`src/rtl/irq_ctrl.sv`:
```
// irq_ctrl: platform interrupt controller mapping NUM_SRC lines into the
// mip/mie range at TRAP_BASE, with per-source enable, edge/level mode and
// polarity, a registered pending vector and a lowest-index-wins request.
//
// Ports:
//   clk, rst_n        core clock, asynchronous active-low reset
//   src_i             raw interrupt lines, bit i = trap code TRAP_BASE+i
//   addr_i            register byte address (0x0 PENDING, 0x4 ENABLE,
//                     0x8 MODE, 0xC POLARITY)
//   wr_en_i           write strobe, with wr_data_i and byte enables wr_strb_i
//   rd_en_i           read strobe; rd_data_o/rd_valid_o one cycle later
//   mip_o             registered PENDING&ENABLE placed at bit TRAP_BASE
//   irq_o, irq_id_o   registered request and trap code of the winner
//   ack_i, ack_id_i   trap unit acknowledge of an edge-mode source
//
// Optional macro IRQ_CTRL_SYNC_EN: adds a SYNC_STAGES-flop synchroniser on
// every src_i bit for asynchronous pads; without it src_i is used directly.
module irq_ctrl #(
   parameter int NUM_SRC     = 10,
   parameter int TRAP_BASE   = 16,
   parameter int ADDR_WIDTH  = 4,
   parameter int SYNC_STAGES = 2
) (
   input  logic                  clk,
   input  logic                  rst_n,
   input  logic [NUM_SRC-1:0]    src_i,
   input  logic [ADDR_WIDTH-1:0] addr_i,
   input  logic                  wr_en_i,
   input  logic [31:0]           wr_data_i,
   input  logic [3:0]            wr_strb_i,
   input  logic                  rd_en_i,
   output logic [31:0]           rd_data_o,
   output logic                  rd_valid_o,
   output logic [31:0]           mip_o,
   output logic                  irq_o,
   output logic [4:0]            irq_id_o,
   input  logic                  ack_i,
   input  logic [4:0]            ack_id_i
);

   if (NUM_SRC < 1 || NUM_SRC > 16) begin : g_bad_num
      $error("irq_ctrl: NUM_SRC must be in 1..16");
   end
   if (TRAP_BASE + NUM_SRC > 32) begin : g_bad_base
      $error("irq_ctrl: TRAP_BASE+NUM_SRC exceeds 32");
   end
   if (ADDR_WIDTH < 4) begin : g_bad_addr
      $error("irq_ctrl: ADDR_WIDTH must be at least 4");
   end

   localparam logic [ADDR_WIDTH-1:0] A_PEND = ADDR_WIDTH'(0);
   localparam logic [ADDR_WIDTH-1:0] A_EN   = ADDR_WIDTH'(4);
   localparam logic [ADDR_WIDTH-1:0] A_MODE = ADDR_WIDTH'(8);
   localparam logic [ADDR_WIDTH-1:0] A_POL  = ADDR_WIDTH'(12);

   logic [NUM_SRC-1:0] src_s;

`ifdef IRQ_CTRL_SYNC_EN
   if (SYNC_STAGES < 2) begin : g_bad_sync
      $error("irq_ctrl: SYNC_STAGES must be at least 2");
   end

   logic [NUM_SRC-1:0] sync_q [SYNC_STAGES];

   always_ff @(posedge clk or negedge rst_n) begin
      if (!rst_n) begin
         for (int k = 0; k < SYNC_STAGES; k++) begin
            sync_q[k] <= '0;
         end
      end else begin
         sync_q[0] <= src_i;
         for (int k = 1; k < SYNC_STAGES; k++) begin
            sync_q[k] <= sync_q[k-1];
         end
      end
   end

   assign src_s = sync_q[SYNC_STAGES-1];
`else
   localparam int unused_sync_stages = SYNC_STAGES;
   assign src_s = src_i;
`endif

   logic [NUM_SRC-1:0] pend_q;
   logic [NUM_SRC-1:0] en_q;
   logic [NUM_SRC-1:0] mode_q;
   logic [NUM_SRC-1:0] pol_q;
   logic [NUM_SRC-1:0] prev_q;

   logic [NUM_SRC-1:0] pend_nxt;
   logic [NUM_SRC-1:0] en_nxt;
   logic [NUM_SRC-1:0] mode_nxt;
   logic [NUM_SRC-1:0] pol_nxt;
   logic [NUM_SRC-1:0] prev_nxt;

   logic sel_pend;
   logic sel_en;
   logic sel_mode;
   logic sel_pol;

   assign sel_pend = (addr_i == A_PEND);
   assign sel_en   = (addr_i == A_EN);
   assign sel_mode = (addr_i == A_MODE);
   assign sel_pol  = (addr_i == A_POL);

   logic [31:0]        strb_mask;
   logic [NUM_SRC-1:0] wmask;
   logic [NUM_SRC-1:0] wdata;

   assign strb_mask = {{8{wr_strb_i[3]}}, {8{wr_strb_i[2]}},
                       {8{wr_strb_i[1]}}, {8{wr_strb_i[0]}}};
   assign wmask     = strb_mask[NUM_SRC-1:0];
   assign wdata     = wr_data_i[NUM_SRC-1:0] & wmask;

   always_comb begin
      en_nxt   = en_q;
      mode_nxt = mode_q;
      pol_nxt  = pol_q;
      if (wr_en_i && sel_en) begin
         en_nxt = (en_q & ~wmask) | wdata;
      end
      if (wr_en_i && sel_mode) begin
         mode_nxt = (mode_q & ~wmask) | wdata;
      end
      if (wr_en_i && sel_pol) begin
         pol_nxt = (pol_q & ~wmask) | wdata;
      end
   end

   logic [NUM_SRC-1:0] cfg_chg;
   logic [NUM_SRC-1:0] samp;
   logic [NUM_SRC-1:0] samp_nxt;
   logic [NUM_SRC-1:0] rise;
   logic [NUM_SRC-1:0] w1c;
   logic [NUM_SRC-1:0] ack_clr;
   logic [NUM_SRC-1:0] edge_hold;

   // A mode/polarity change re-arms the edge detector with the sample
   // seen through the new polarity, so flipping a quiet line never fires.
   assign cfg_chg  = (mode_nxt ^ mode_q) | (pol_nxt ^ pol_q);
   assign samp     = src_s ^ pol_q;
   assign samp_nxt = src_s ^ pol_nxt;
   assign rise     = samp & ~prev_q;
   assign w1c      = (wr_en_i && sel_pend) ? wdata : '0;

   always_comb begin
      ack_clr = '0;
      for (int i = 0; i < NUM_SRC; i++) begin
         ack_clr[i] = ack_i &&
            (32'(ack_id_i) == 32'(TRAP_BASE + i));
      end
   end

   // A new edge wins over a clear arriving in the same cycle.
   assign edge_hold = rise | (pend_q & ~(w1c | ack_clr));

   always_comb begin
      pend_nxt = (mode_q & edge_hold) | (~mode_q & samp);
      pend_nxt = pend_nxt & ~cfg_chg;
      prev_nxt = (samp & ~cfg_chg) | (samp_nxt & cfg_chg);
   end

   always_ff @(posedge clk or negedge rst_n) begin
      if (!rst_n) begin
         pend_q <= '0;
         en_q   <= '0;
         mode_q <= '0;
         pol_q  <= '0;
         prev_q <= '0;
      end else begin
         pend_q <= pend_nxt;
         en_q   <= en_nxt;
         mode_q <= mode_nxt;
         pol_q  <= pol_nxt;
         prev_q <= prev_nxt;
      end
   end

   logic [NUM_SRC-1:0] act;
   logic               hit;
   logic [4:0]         hit_idx;

   assign act = pend_q & en_q;

   always_comb begin
      hit     = 1'b0;
      hit_idx = '0;
      for (int i = NUM_SRC - 1; i >= 0; i--) begin
         if (act[i]) begin
            hit     = 1'b1;
            hit_idx = 5'(i);
         end
      end
   end

   always_ff @(posedge clk or negedge rst_n) begin
      if (!rst_n) begin
         mip_o    <= '0;
         irq_o    <= 1'b0;
         irq_id_o <= '0;
      end else begin
         mip_o <= 32'(act) << TRAP_BASE;
         irq_o <= hit;
         if (hit) begin
            irq_id_o <= 5'(TRAP_BASE) + hit_idx;
         end
      end
   end

   logic [31:0] rd_mux;

   // Reads see the registers before any same-cycle write lands.
   always_comb begin
      rd_mux = '0;
      unique case (1'b1)
         sel_pend: rd_mux = 32'(pend_q);
         sel_en:   rd_mux = 32'(en_q);
         sel_mode: rd_mux = 32'(mode_q);
         sel_pol:  rd_mux = 32'(pol_q);
         default:  rd_mux = '0;
      endcase
   end

   always_ff @(posedge clk or negedge rst_n) begin
      if (!rst_n) begin
         rd_data_o  <= '0;
         rd_valid_o <= 1'b0;
      end else begin
         rd_valid_o <= rd_en_i;
         if (rd_en_i) begin
            rd_data_o <= rd_mux;
         end
      end
   end

   logic unused_bits;
   assign unused_bits = ^{wr_data_i, strb_mask};

endmodule
```
`config.mk`:
```
export PLATFORM = sky130hd
export DESIGN_NAME = irq_ctrl
export DESIGN_NICKNAME = d
export VERILOG_FILES = /design/src/rtl/irq_ctrl.sv
export SDC_FILE = /design/constraint.sdc
export NUM_CORES = 1
export LEC_CHECK = 0
export ABC_AREA = 1
export CAP_MARGIN = 25
export CORE_ASPECT_RATIO = 0.8
export CORE_MARGIN = 5
export CORE_UTILIZATION = 51
export DETAILED_ROUTE_END_ITERATION = 10
export PLACE_DENSITY = 0.86
export SETUP_SLACK_MARGIN = 0.02
export SLEW_MARGIN = 20
export SYNTH_ARGS = -nofsm -noshare
export SYNTH_HDL_FRONTEND = slang
export SYNTH_SLANG_ARGS = --single-unit
```
`constraint.sdc`:
```
create_clock -name clk -period 3.94 [get_ports clk]
set_clock_uncertainty 0.2 [all_clocks]
set_input_delay 0.591 -clock clk [delete_from_list [all_inputs] [get_ports clk]]
set_output_delay 0.591 -clock clk [all_outputs]
set_load 0.02 [all_outputs]
```
After elaboration in Yosys (flattened, before gate mapping)
Index checks and enable logic that the tools add are counted.
{"block": "word_totals", "out_inout_bits": 71, "register_bits": 99}
{"block": "classes", "muxes": 24, "n_eq_ne": 13, "bitwise_logic": 29, "n_addsub": 1, "reduce_logical": 15}
{"cell": "10-bit bitwise AND", "count": 12}
{"cell": "10-bit bitwise OR", "count": 8}
{"cell": "5-bit == test, second input constant", "count": 10}
{"cell": "10-bit inverter", "count": 5}
{"cell": "5-bit 2-to-1 mux", "count": 9}
{"cell": "10-bit one-hot mux with 4 select lines", "count": 1}
{"cell": "10-bit XOR", "count": 4}
{"cell": "10-bit 2-to-1 mux", "count": 3}
{"cell": "1-bit logical AND", "count": 14}
{"cell": "1-bit 2-to-1 mux", "count": 10}
{"cell": "4-bit == test, second input constant", "count": 2}
{"cell": "5-bit adder, first input constant", "count": 1}
{"cell": "4-bit by 3-bit == test with 1-bit output, second input constant", "count": 1}
{"cell": "4-bit zero test", "count": 1}
{"cell": "4-bit 2-to-1 mux", "count": 1}

Logic depth before layout (Yosys ltp)
Gate-level depths: netlist of run 1.
{"block": "logic_depth", "word_depth": 12, "depth_mapped": 12, "ltp_nobuf": 12}

Worst setup path before layout of run 1
No wires, ideal clock.
{"block": "synth_path", "path_type": "input to register", "startpoint": "input addr_i[1]", "endpoint": "register pend_q[6]", "stages": 9, "path_slack_ns": 2.119, "setup_time_ns": 0.117, "t_arrival_ns": 1.504, "cell_sequence": "nor2_4 -> nand3_1 -> nor2_2 -> nand2_2 -> buf_6 -> o21ai_1 -> o21ai_1 -> nand2_1 -> nor2_1"}
{"block": "synth_between", "elab_chain_cells": 10, "elab_cells_between_ends": 20, "classes_between": "eq/ne (2); mux (3); bitwise (11); reduce/logical (4)"}
{"item": "start, declared", "line_no": "27", "source": "input logic [ADDR_WIDTH-1:0] addr_i,"}
{"item": "4-bit zero test", "line_no": "101", "source": "assign sel_pend = (addr_i == A_PEND);"}
{"item": "1-bit logical AND", "line_no": "144", "source": "assign w1c = (wr_en_i && sel_pend) ? wdata : '0;"}
{"item": "10-bit 2-to-1 mux", "line_no": "144"}
{"item": "10-bit bitwise OR", "line_no": "155", "source": "assign edge_hold = rise | (pend_q & ~(w1c | ack_clr));"}
{"item": "10-bit inverter", "line_no": "155"}
{"item": "10-bit bitwise AND", "line_no": "155"}
{"item": "10-bit bitwise OR", "line_no": "155"}
{"item": "10-bit bitwise AND", "line_no": "158", "source": "pend_nxt = (mode_q & edge_hold) | (~mode_q & samp);"}
{"item": "10-bit bitwise OR", "line_no": "158"}
{"item": "10-bit bitwise AND (*)", "line_no": "159", "source": "pend_nxt = pend_nxt & ~cfg_chg;"}
{"item": "via pend_nxt[6]", "line_no": "90", "source": "logic [NUM_SRC-1:0] pend_nxt;"}
{"item": "end signal, assigned", "line_no": "171", "source": "pend_q <= pend_nxt;"}
{"item": "end, declared", "line_no": "84", "source": "logic [NUM_SRC-1:0] pend_q;"}
The timed path passes the listed nets; every way through them passes the cells marked *.
A chain may end at the register's enable or synchronous reset.

Worst setup path in the final report of run 1
{"block": "layout_path", "startpoint": "input addr_i[3]", "endpoint": "register pend_q[3]"}
The elaborated chain is that of the path after synthesis.

==> out/qor.yml, run 1 <==
outcome:
  status: "completed"
floorplanning:
  die_height_um: 91.6
  initial_core_util_pct: 53.0
  io_pins: 131
  rows: 29
  core_area_mm2: 0.00802
  design.die.area_mm2: 0.0103
  die_w_um: 112
clock_tree:
  insertion_delay_ns: 0.35
  clk_pin_slew_ns: 0.07
  tritoncts: "yes"
  numCtsBuffers: 9
  cts_buffer_depth: 2
  cts-root-buf: "clkbuf_8"
  clock-sinks: 77
  cts_resized: 0
  htree_levels: 3
synth:
  yosysMostFrequentCell: "nand2_1"
  synth-seq-cells: 77
  yosysTopAreaCellShare_pct: 45.3
  synth_area_leaders: "dfrtp_1 45%, nand2_1 10%, buf_4 7.8%, inv_1 7.8%, o21ai_0 5.5%"
  synthCells: 544
  synth_commonest_cells: "118 x nand2_1, 88 x inv_1, 77 x dfrtp_1"
  syn_area_mm2: 0.00425
  synth_warnings: 0
  syn_area_per_cell_um2: 7.81
  synth_cell_types: 30
  yosys_most_used_dff: "dfrtp_1"
  synth_edf_count: 0
  seq_area_frac_synth_pct: 45.3
  synth_area_leader_cell: "dfrtp_1"
  async_flop_share_pct: 100
placement:
  io_buffers: 62
  dp_cells: 707
  finalWeightedCongestion: 0.891
  place_area_mm2: 0.00479
  hpwl_mm: 7.52
pwr:
  powerDensity_mw_per_mm2: 500
  peakVddDrop_uv: 261
  p_leak_nw: 2.61
  p_total_mw: 2.54
job:
  maxCapViolations: 0
route:
  routed_wl_mm: 10.2
  antenna_left: 0
  first_pass_iters: 5
  wl_per_cell_um: 14.1
  drt-initial-drc-count: 239
  avgViaCountPerCell: 5.10
  drcViolationCount: 0
  via_count: 3698
setup_path:
  crit_fanout: 19
  end_kind: "flop"
  cp-start-kind: "primary input"
  cp_data_required_time_ns: 3.98
  worstPathArrival_ns: 2.55
  path_class: "in -> reg"
layout:
  area_growth_pct: 19.5
  drive_above_1_share_pct: 6.00
  nets: 672
  multiInputGateArea_mm2: 0.00175
  fin_cells: 725
  num_antenna_cells: 0
  regArea_mm2: 0.00193
  fillCellCount: 665
  finalInstanceArea_mm2: 0.00508
global_route:
  antenna_found_initial: 0
  grt_pass1_wl_mm: 16.6
  grt_pass1_vias: 3543
  grt_max_degree: 78
  grt-ovfl-total: 0
  track_usage_pct: 20.1
timing:
  hold_viol: 0
  finalCriticalPeriod_ns: 2.51
  setup_violations: 0
  rsz0062_at_grt: "false"
  fin_setup_tns_ns: 0
  slew_violations: 0
  worstMarginPinSlew_ns: 0.643
  relSlewSlack_pct: 56.8
  clock.fmax_mhz: 399
  finalCritPeriodShare_pct: 63.6
hold_path:
  hold_class: "reg -> reg"
## final cells by class
cell class              count  share of cell area (%)
flip-flops and latches     77                    38.0
repair buffers             66                    13.2
well taps                 108                    2.66
multi-input cells         366                    34.5
clock inverters             3                    1.28
clock buffers              13                    3.52
inverters                  92                    6.83
## power by group
part           switching, mW  total, mW  internal (mW)
Sequential             0.145       1.12          0.971
Clock                  0.281      0.706          0.425
Combinational          0.417      0.718          0.301
Total                  0.843       2.54           1.70
## cells by family after synthesis
family	synth area share [%]
flip-flops	45.3
AND/OR/NAND/NOR	18.8
XOR/XNOR	4.12
AO/OA/AOI/OAI	14.5
other	0.0883
buffers and inverters	17.2
## worst max-delay path: stages
cell,delay [ns]
clkdlybuf4s50_1,0.65
nand3_1,0.12
buf_4,0.21
nor2_2,0.15
nand2_2,0.27
o21ai_1,0.30
o21ai_1,0.13
nand2_1,0.08
nor2_1,0.04
## final timing paths
| kind | slack [ns] | to | cells past startpoint | startpoint |
|---|---|---|---|---|
| min in group asynchronous | 0.45 | prev_q[1] | 2 | rst_n |
| min reg2reg | 0.27 | irq_id_o[4] | 1 | irq_id_o[4] |
| max in group asynchronous | 2.52 | mode_q[9] | 3 | rst_n |
| max | 1.43 | pend_q[3] | 9 | addr_i[3] |
| max reg2reg | 2.13 | irq_id_o[4] | 7 | pend_q[4] |
| min | 0.27 | irq_id_o[4] | 1 | irq_id_o[4] |
## layer usage
| metal | global-route usage [%] | vias to the layer above | part of all wire [%] |
|---|---|---|---|
| li1 | - | 1756 | - |
| met1 | 24.9 | 1710 | 41 |
| met2 | 33.4 | 203 | 46 |
| met3 | 5.72 | 29 | 10 |
| met4 | 7.81 | 0 | 2.5 |
| met5 | 0 | - | 0 |
## through the flow
stage	hold WS, ns	setup WS, ns	util, %
6_report	0.270	1.43	63.3
5_1_grt	0.309	1.35	63.3
4_1_cts	0.221	1.53	62.8
3_5_place_dp	0.259	1.20	59.8
3_3_place_gp	0.253	1.22	59.8
2_1_floorplan	0.0954	2.12	-
## cells in the final DEF (no fill, tap or decap), types with 2 or more instances in the layout
cell type	count
a21oi_1	20
a21oi_2	2
a31oi_1	3
buf_4	3
bufinv_16	2
clkbuf_8	13
clkdlybuf4s50_1	61
clkinv_2	2
conb_1	44
dfrtp_1	77
inv_1	88
inv_2	3
nand2_1	118
nand2_2	3
nand3_1	17
nand4_1	2
nor2_1	38
nor2_2	3
nor3_1	4
o21ai_0	47
o21ai_1	19
o21bai_1	6
o22ai_1	14
xnor2_1	20
## what timing repair did
action / in CTS / in global routing
hold buffers: 0 / 1
setup buffers: 0 / 0
hold endpoints to repair: 0 / 16
Power figures use the tool's default switching activity.
==> run 2: changes to the inputs <==
--- a/config.mk
+++ b/config.mk
@@ -9,9 +9,9 @@
 export CAP_MARGIN = 25
 export CORE_ASPECT_RATIO = 0.8
 export CORE_MARGIN = 5
-export CORE_UTILIZATION = 51
+export CORE_UTILIZATION = 47
 export DETAILED_ROUTE_END_ITERATION = 10
-export PLACE_DENSITY = 0.86
+export PLACE_DENSITY = 0.8
 export SETUP_SLACK_MARGIN = 0.02
 export SLEW_MARGIN = 20
 export SYNTH_ARGS = -nofsm -noshare
==> constraint.sdc (replaced) <==
create_clock -name clk -period 2.45 [get_ports clk]
set_clock_uncertainty 0.2 [all_clocks]
set_input_delay 0.3675 -clock clk [delete_from_list [all_inputs] [get_ports clk]]
set_output_delay 0.3675 -clock clk [all_outputs]
set_load 0.02 [all_outputs]
==> run 2 against run 1 <==
  * Non-clock buffer count rose by 9
  * Setup slack lost 1.2 ns
  * Sequential power up 60%
  * Wire length increased by 0.67%
  * Sequential share of layout area fell by 0.68 points
  * Flip-flop and latch count did not move
  * Via count up 0.27%
  * Critical path type unchanged
==> out/qor.yml, run 2 (same netlist as run 1, synthesis figures left out) <==
outcome:
  status: "completed"
pwr:
  peakVddDrop_uv: 594  # +130%
  p_leak_nw: 2.65  # +1.6%
  powerDensity_mw_per_mm2: 802  # +60%
  p_total_mw: 4.14  # +63%
placement:
  pre_cts_ws_ns: -0.0340  # -1.24 ns
  dp_cells: 724  # +2.4%
  io_buffers: 62  # unchanged
  finalWeightedCongestion: 0.935  # +4.9%
  hpwl_mm: 7.56  # +0.63%
clock_tree:
  post_cts_buffers: 0  # unchanged
  tritoncts: "yes"
  cts_resized: 0  # unchanged
  clock-sinks: 77  # unchanged
  clk_pin_slew_ns: 0.06  # about the same
  numCtsBuffers: 9  # unchanged
  cts_buffer_depth: 2  # unchanged
  cts-root-buf: "clkbuf_16"
  htree_levels: 3  # unchanged
  insertion_delay_ns: 0.33  # -0.02 ns
setup_path:
  cp_data_required_time_ns: 2.47  # -1.51 ns
  r2r_slack_ns: 0.65  # -1.48 ns
  end_kind: "flop"
  crit_fanout: 19  # unchanged
  path_class: "in -> reg"
  cp-start-kind: "primary input"
  worstPathArrival_ns: 2.25  # -0.30 ns
layout:
  multiInputGateArea_mm2: 0.00175  # unchanged
  fin_util_pct: 57.9  # -5.4 points
  layout_common_cells: "118 x nand2_1, 88 x inv_1, 77 x dfrtp_1"
  fillCellCount: 807  # +21%
  final_common_cell: "nand2_1"
  drive_above_1_share_pct: 7.19  # +1.2 points
  nets: 681  # +1.3%
  num_antenna_cells: 0  # unchanged
  area_growth_pct: 21.6
  fin_cells: 741  # +2.2%
  regArea_mm2: 0.00193  # unchanged
floorplanning:
  rows: 31  # +6.9%
  io_pins: 131  # unchanged
  die_height_um: 95.0  # +3.7%
  die_w_um: 116  # +3.8%
  core_area_mm2: 0.00892  # +11%
  initial_core_util_pct: 47.6  # -5.4 points
  design.die.area_mm2: 0.0111  # +7.7%
global_route:
  grt_pass1_vias: 3632  # +2.5%
  grt-ovfl-total: 0  # unchanged
  antenna_found_initial: 0  # unchanged
  grt_max_degree: 48  # -38%
  track_usage_pct: 19.7  # -0.37 points
  grt_pass1_wl_mm: 16.8  # +1.5%
timing:
  rsz0062_at_grt: "false"
  relSlewSlack_pct: 58.1  # +1.3 points
  hold_viol: 0  # unchanged
  setup_violations: 0  # unchanged
  setup_ws_ns: 0.225  # -1.21 ns
  finalCritPeriodShare_pct: 90.8
  clock.fmax_mhz: 449
  whs_ns: 0.270  # -0.000458 ns
  slew_violations: 0  # unchanged
  worstMarginPinSlew_ns: 0.626  # -0.0169 ns
  finalCriticalPeriod_ns: 2.22
route:
  wl_per_cell_um: 13.9  # -1.5%
  avgViaCountPerCell: 5.00  # -1.9%
  first_pass_iters: 5  # unchanged
  antenna_left: 0  # unchanged
  drt-initial-drc-count: 252  # +5.4%
  drcViolationCount: 0  # unchanged
  routed_wl_mm: 10.3  # +0.67%
  via_count: 3708  # +0.27%
job:
  maxCapViolations: 0  # unchanged
hold_path:
  hold_class: "reg -> reg"
## run 2: cell count changes in the layout (fill, tap and decap cells not counted), sizes merged
cell      before  now
buf            4   13
bufinv         2    0
clkbuf        13   10
clkinv         2    4
clkinvlp       0    2
inv           91   92
## run 2: what timing repair did
item | 4_1_cts | 5_1_grt
hold buffers | 1 | 0
hold endpoints to repair | 30 | 0
endpoints found under the setup margin | 0 | 0
## run 2: stage by stage
stage          cell area [um2]  TNS (ns)
2_1_floorplan             4410         0
3_3_place_gp              4890         0
3_5_place_dp              4890   -0.0340
4_1_cts                   5170         0
5_1_grt                   5170         0
6_report                  5170         0
## run 2: worst paths after layout
check	from	to	cells past startpoint
min reg2reg	irq_id_o[4]	irq_id_o[4]	1
max reg2reg	flop	irq_id_o[4]	7
min in group asynchronous	rst_n	pend_q[1]	2
max in group asynchronous	rst_n	mip_o[23]	3
min	irq_id_o[4]	irq_id_o[4]	1
max	wr_en_i	pend_q[0]	8
## run 2: layout make-up
type / instances / share of cell area, %
Timing Repair Buffer: 75 / 14.1
Clock inverter: 6 / 0.750
Clock buffer: 10 / 4.43
Tap cell: 115 / 2.78
Inverter: 92 / 6.71
Sequential cell: 77 / 37.3
Multi-Input combinational cell: 366 / 33.9
## run 2: per-layer routing
metal,wire (um),GRT usage (%),part of all wire (%)
met5,0,0,0
met4,222,8.60,2.2
met3,893,4.00,8.7
met2,4890,32.2,47
met1,4290,25.4,42
## run 2: power breakdown
part           internal (mW)  switching (mW)
Combinational          0.488           0.660
Clock                  0.683           0.521
Sequential              1.56           0.229
Total                   2.73            1.41
## run 2: worst max-delay path, stage by stage
cell and delay, ns:
clkdlybuf4s50_1 0.61, inv_1 0.16, nor2_2 0.24, nand2_2 0.29
o21ai_0 0.26, o21ai_0 0.16, nand2_1 0.10, nor2_1 0.04
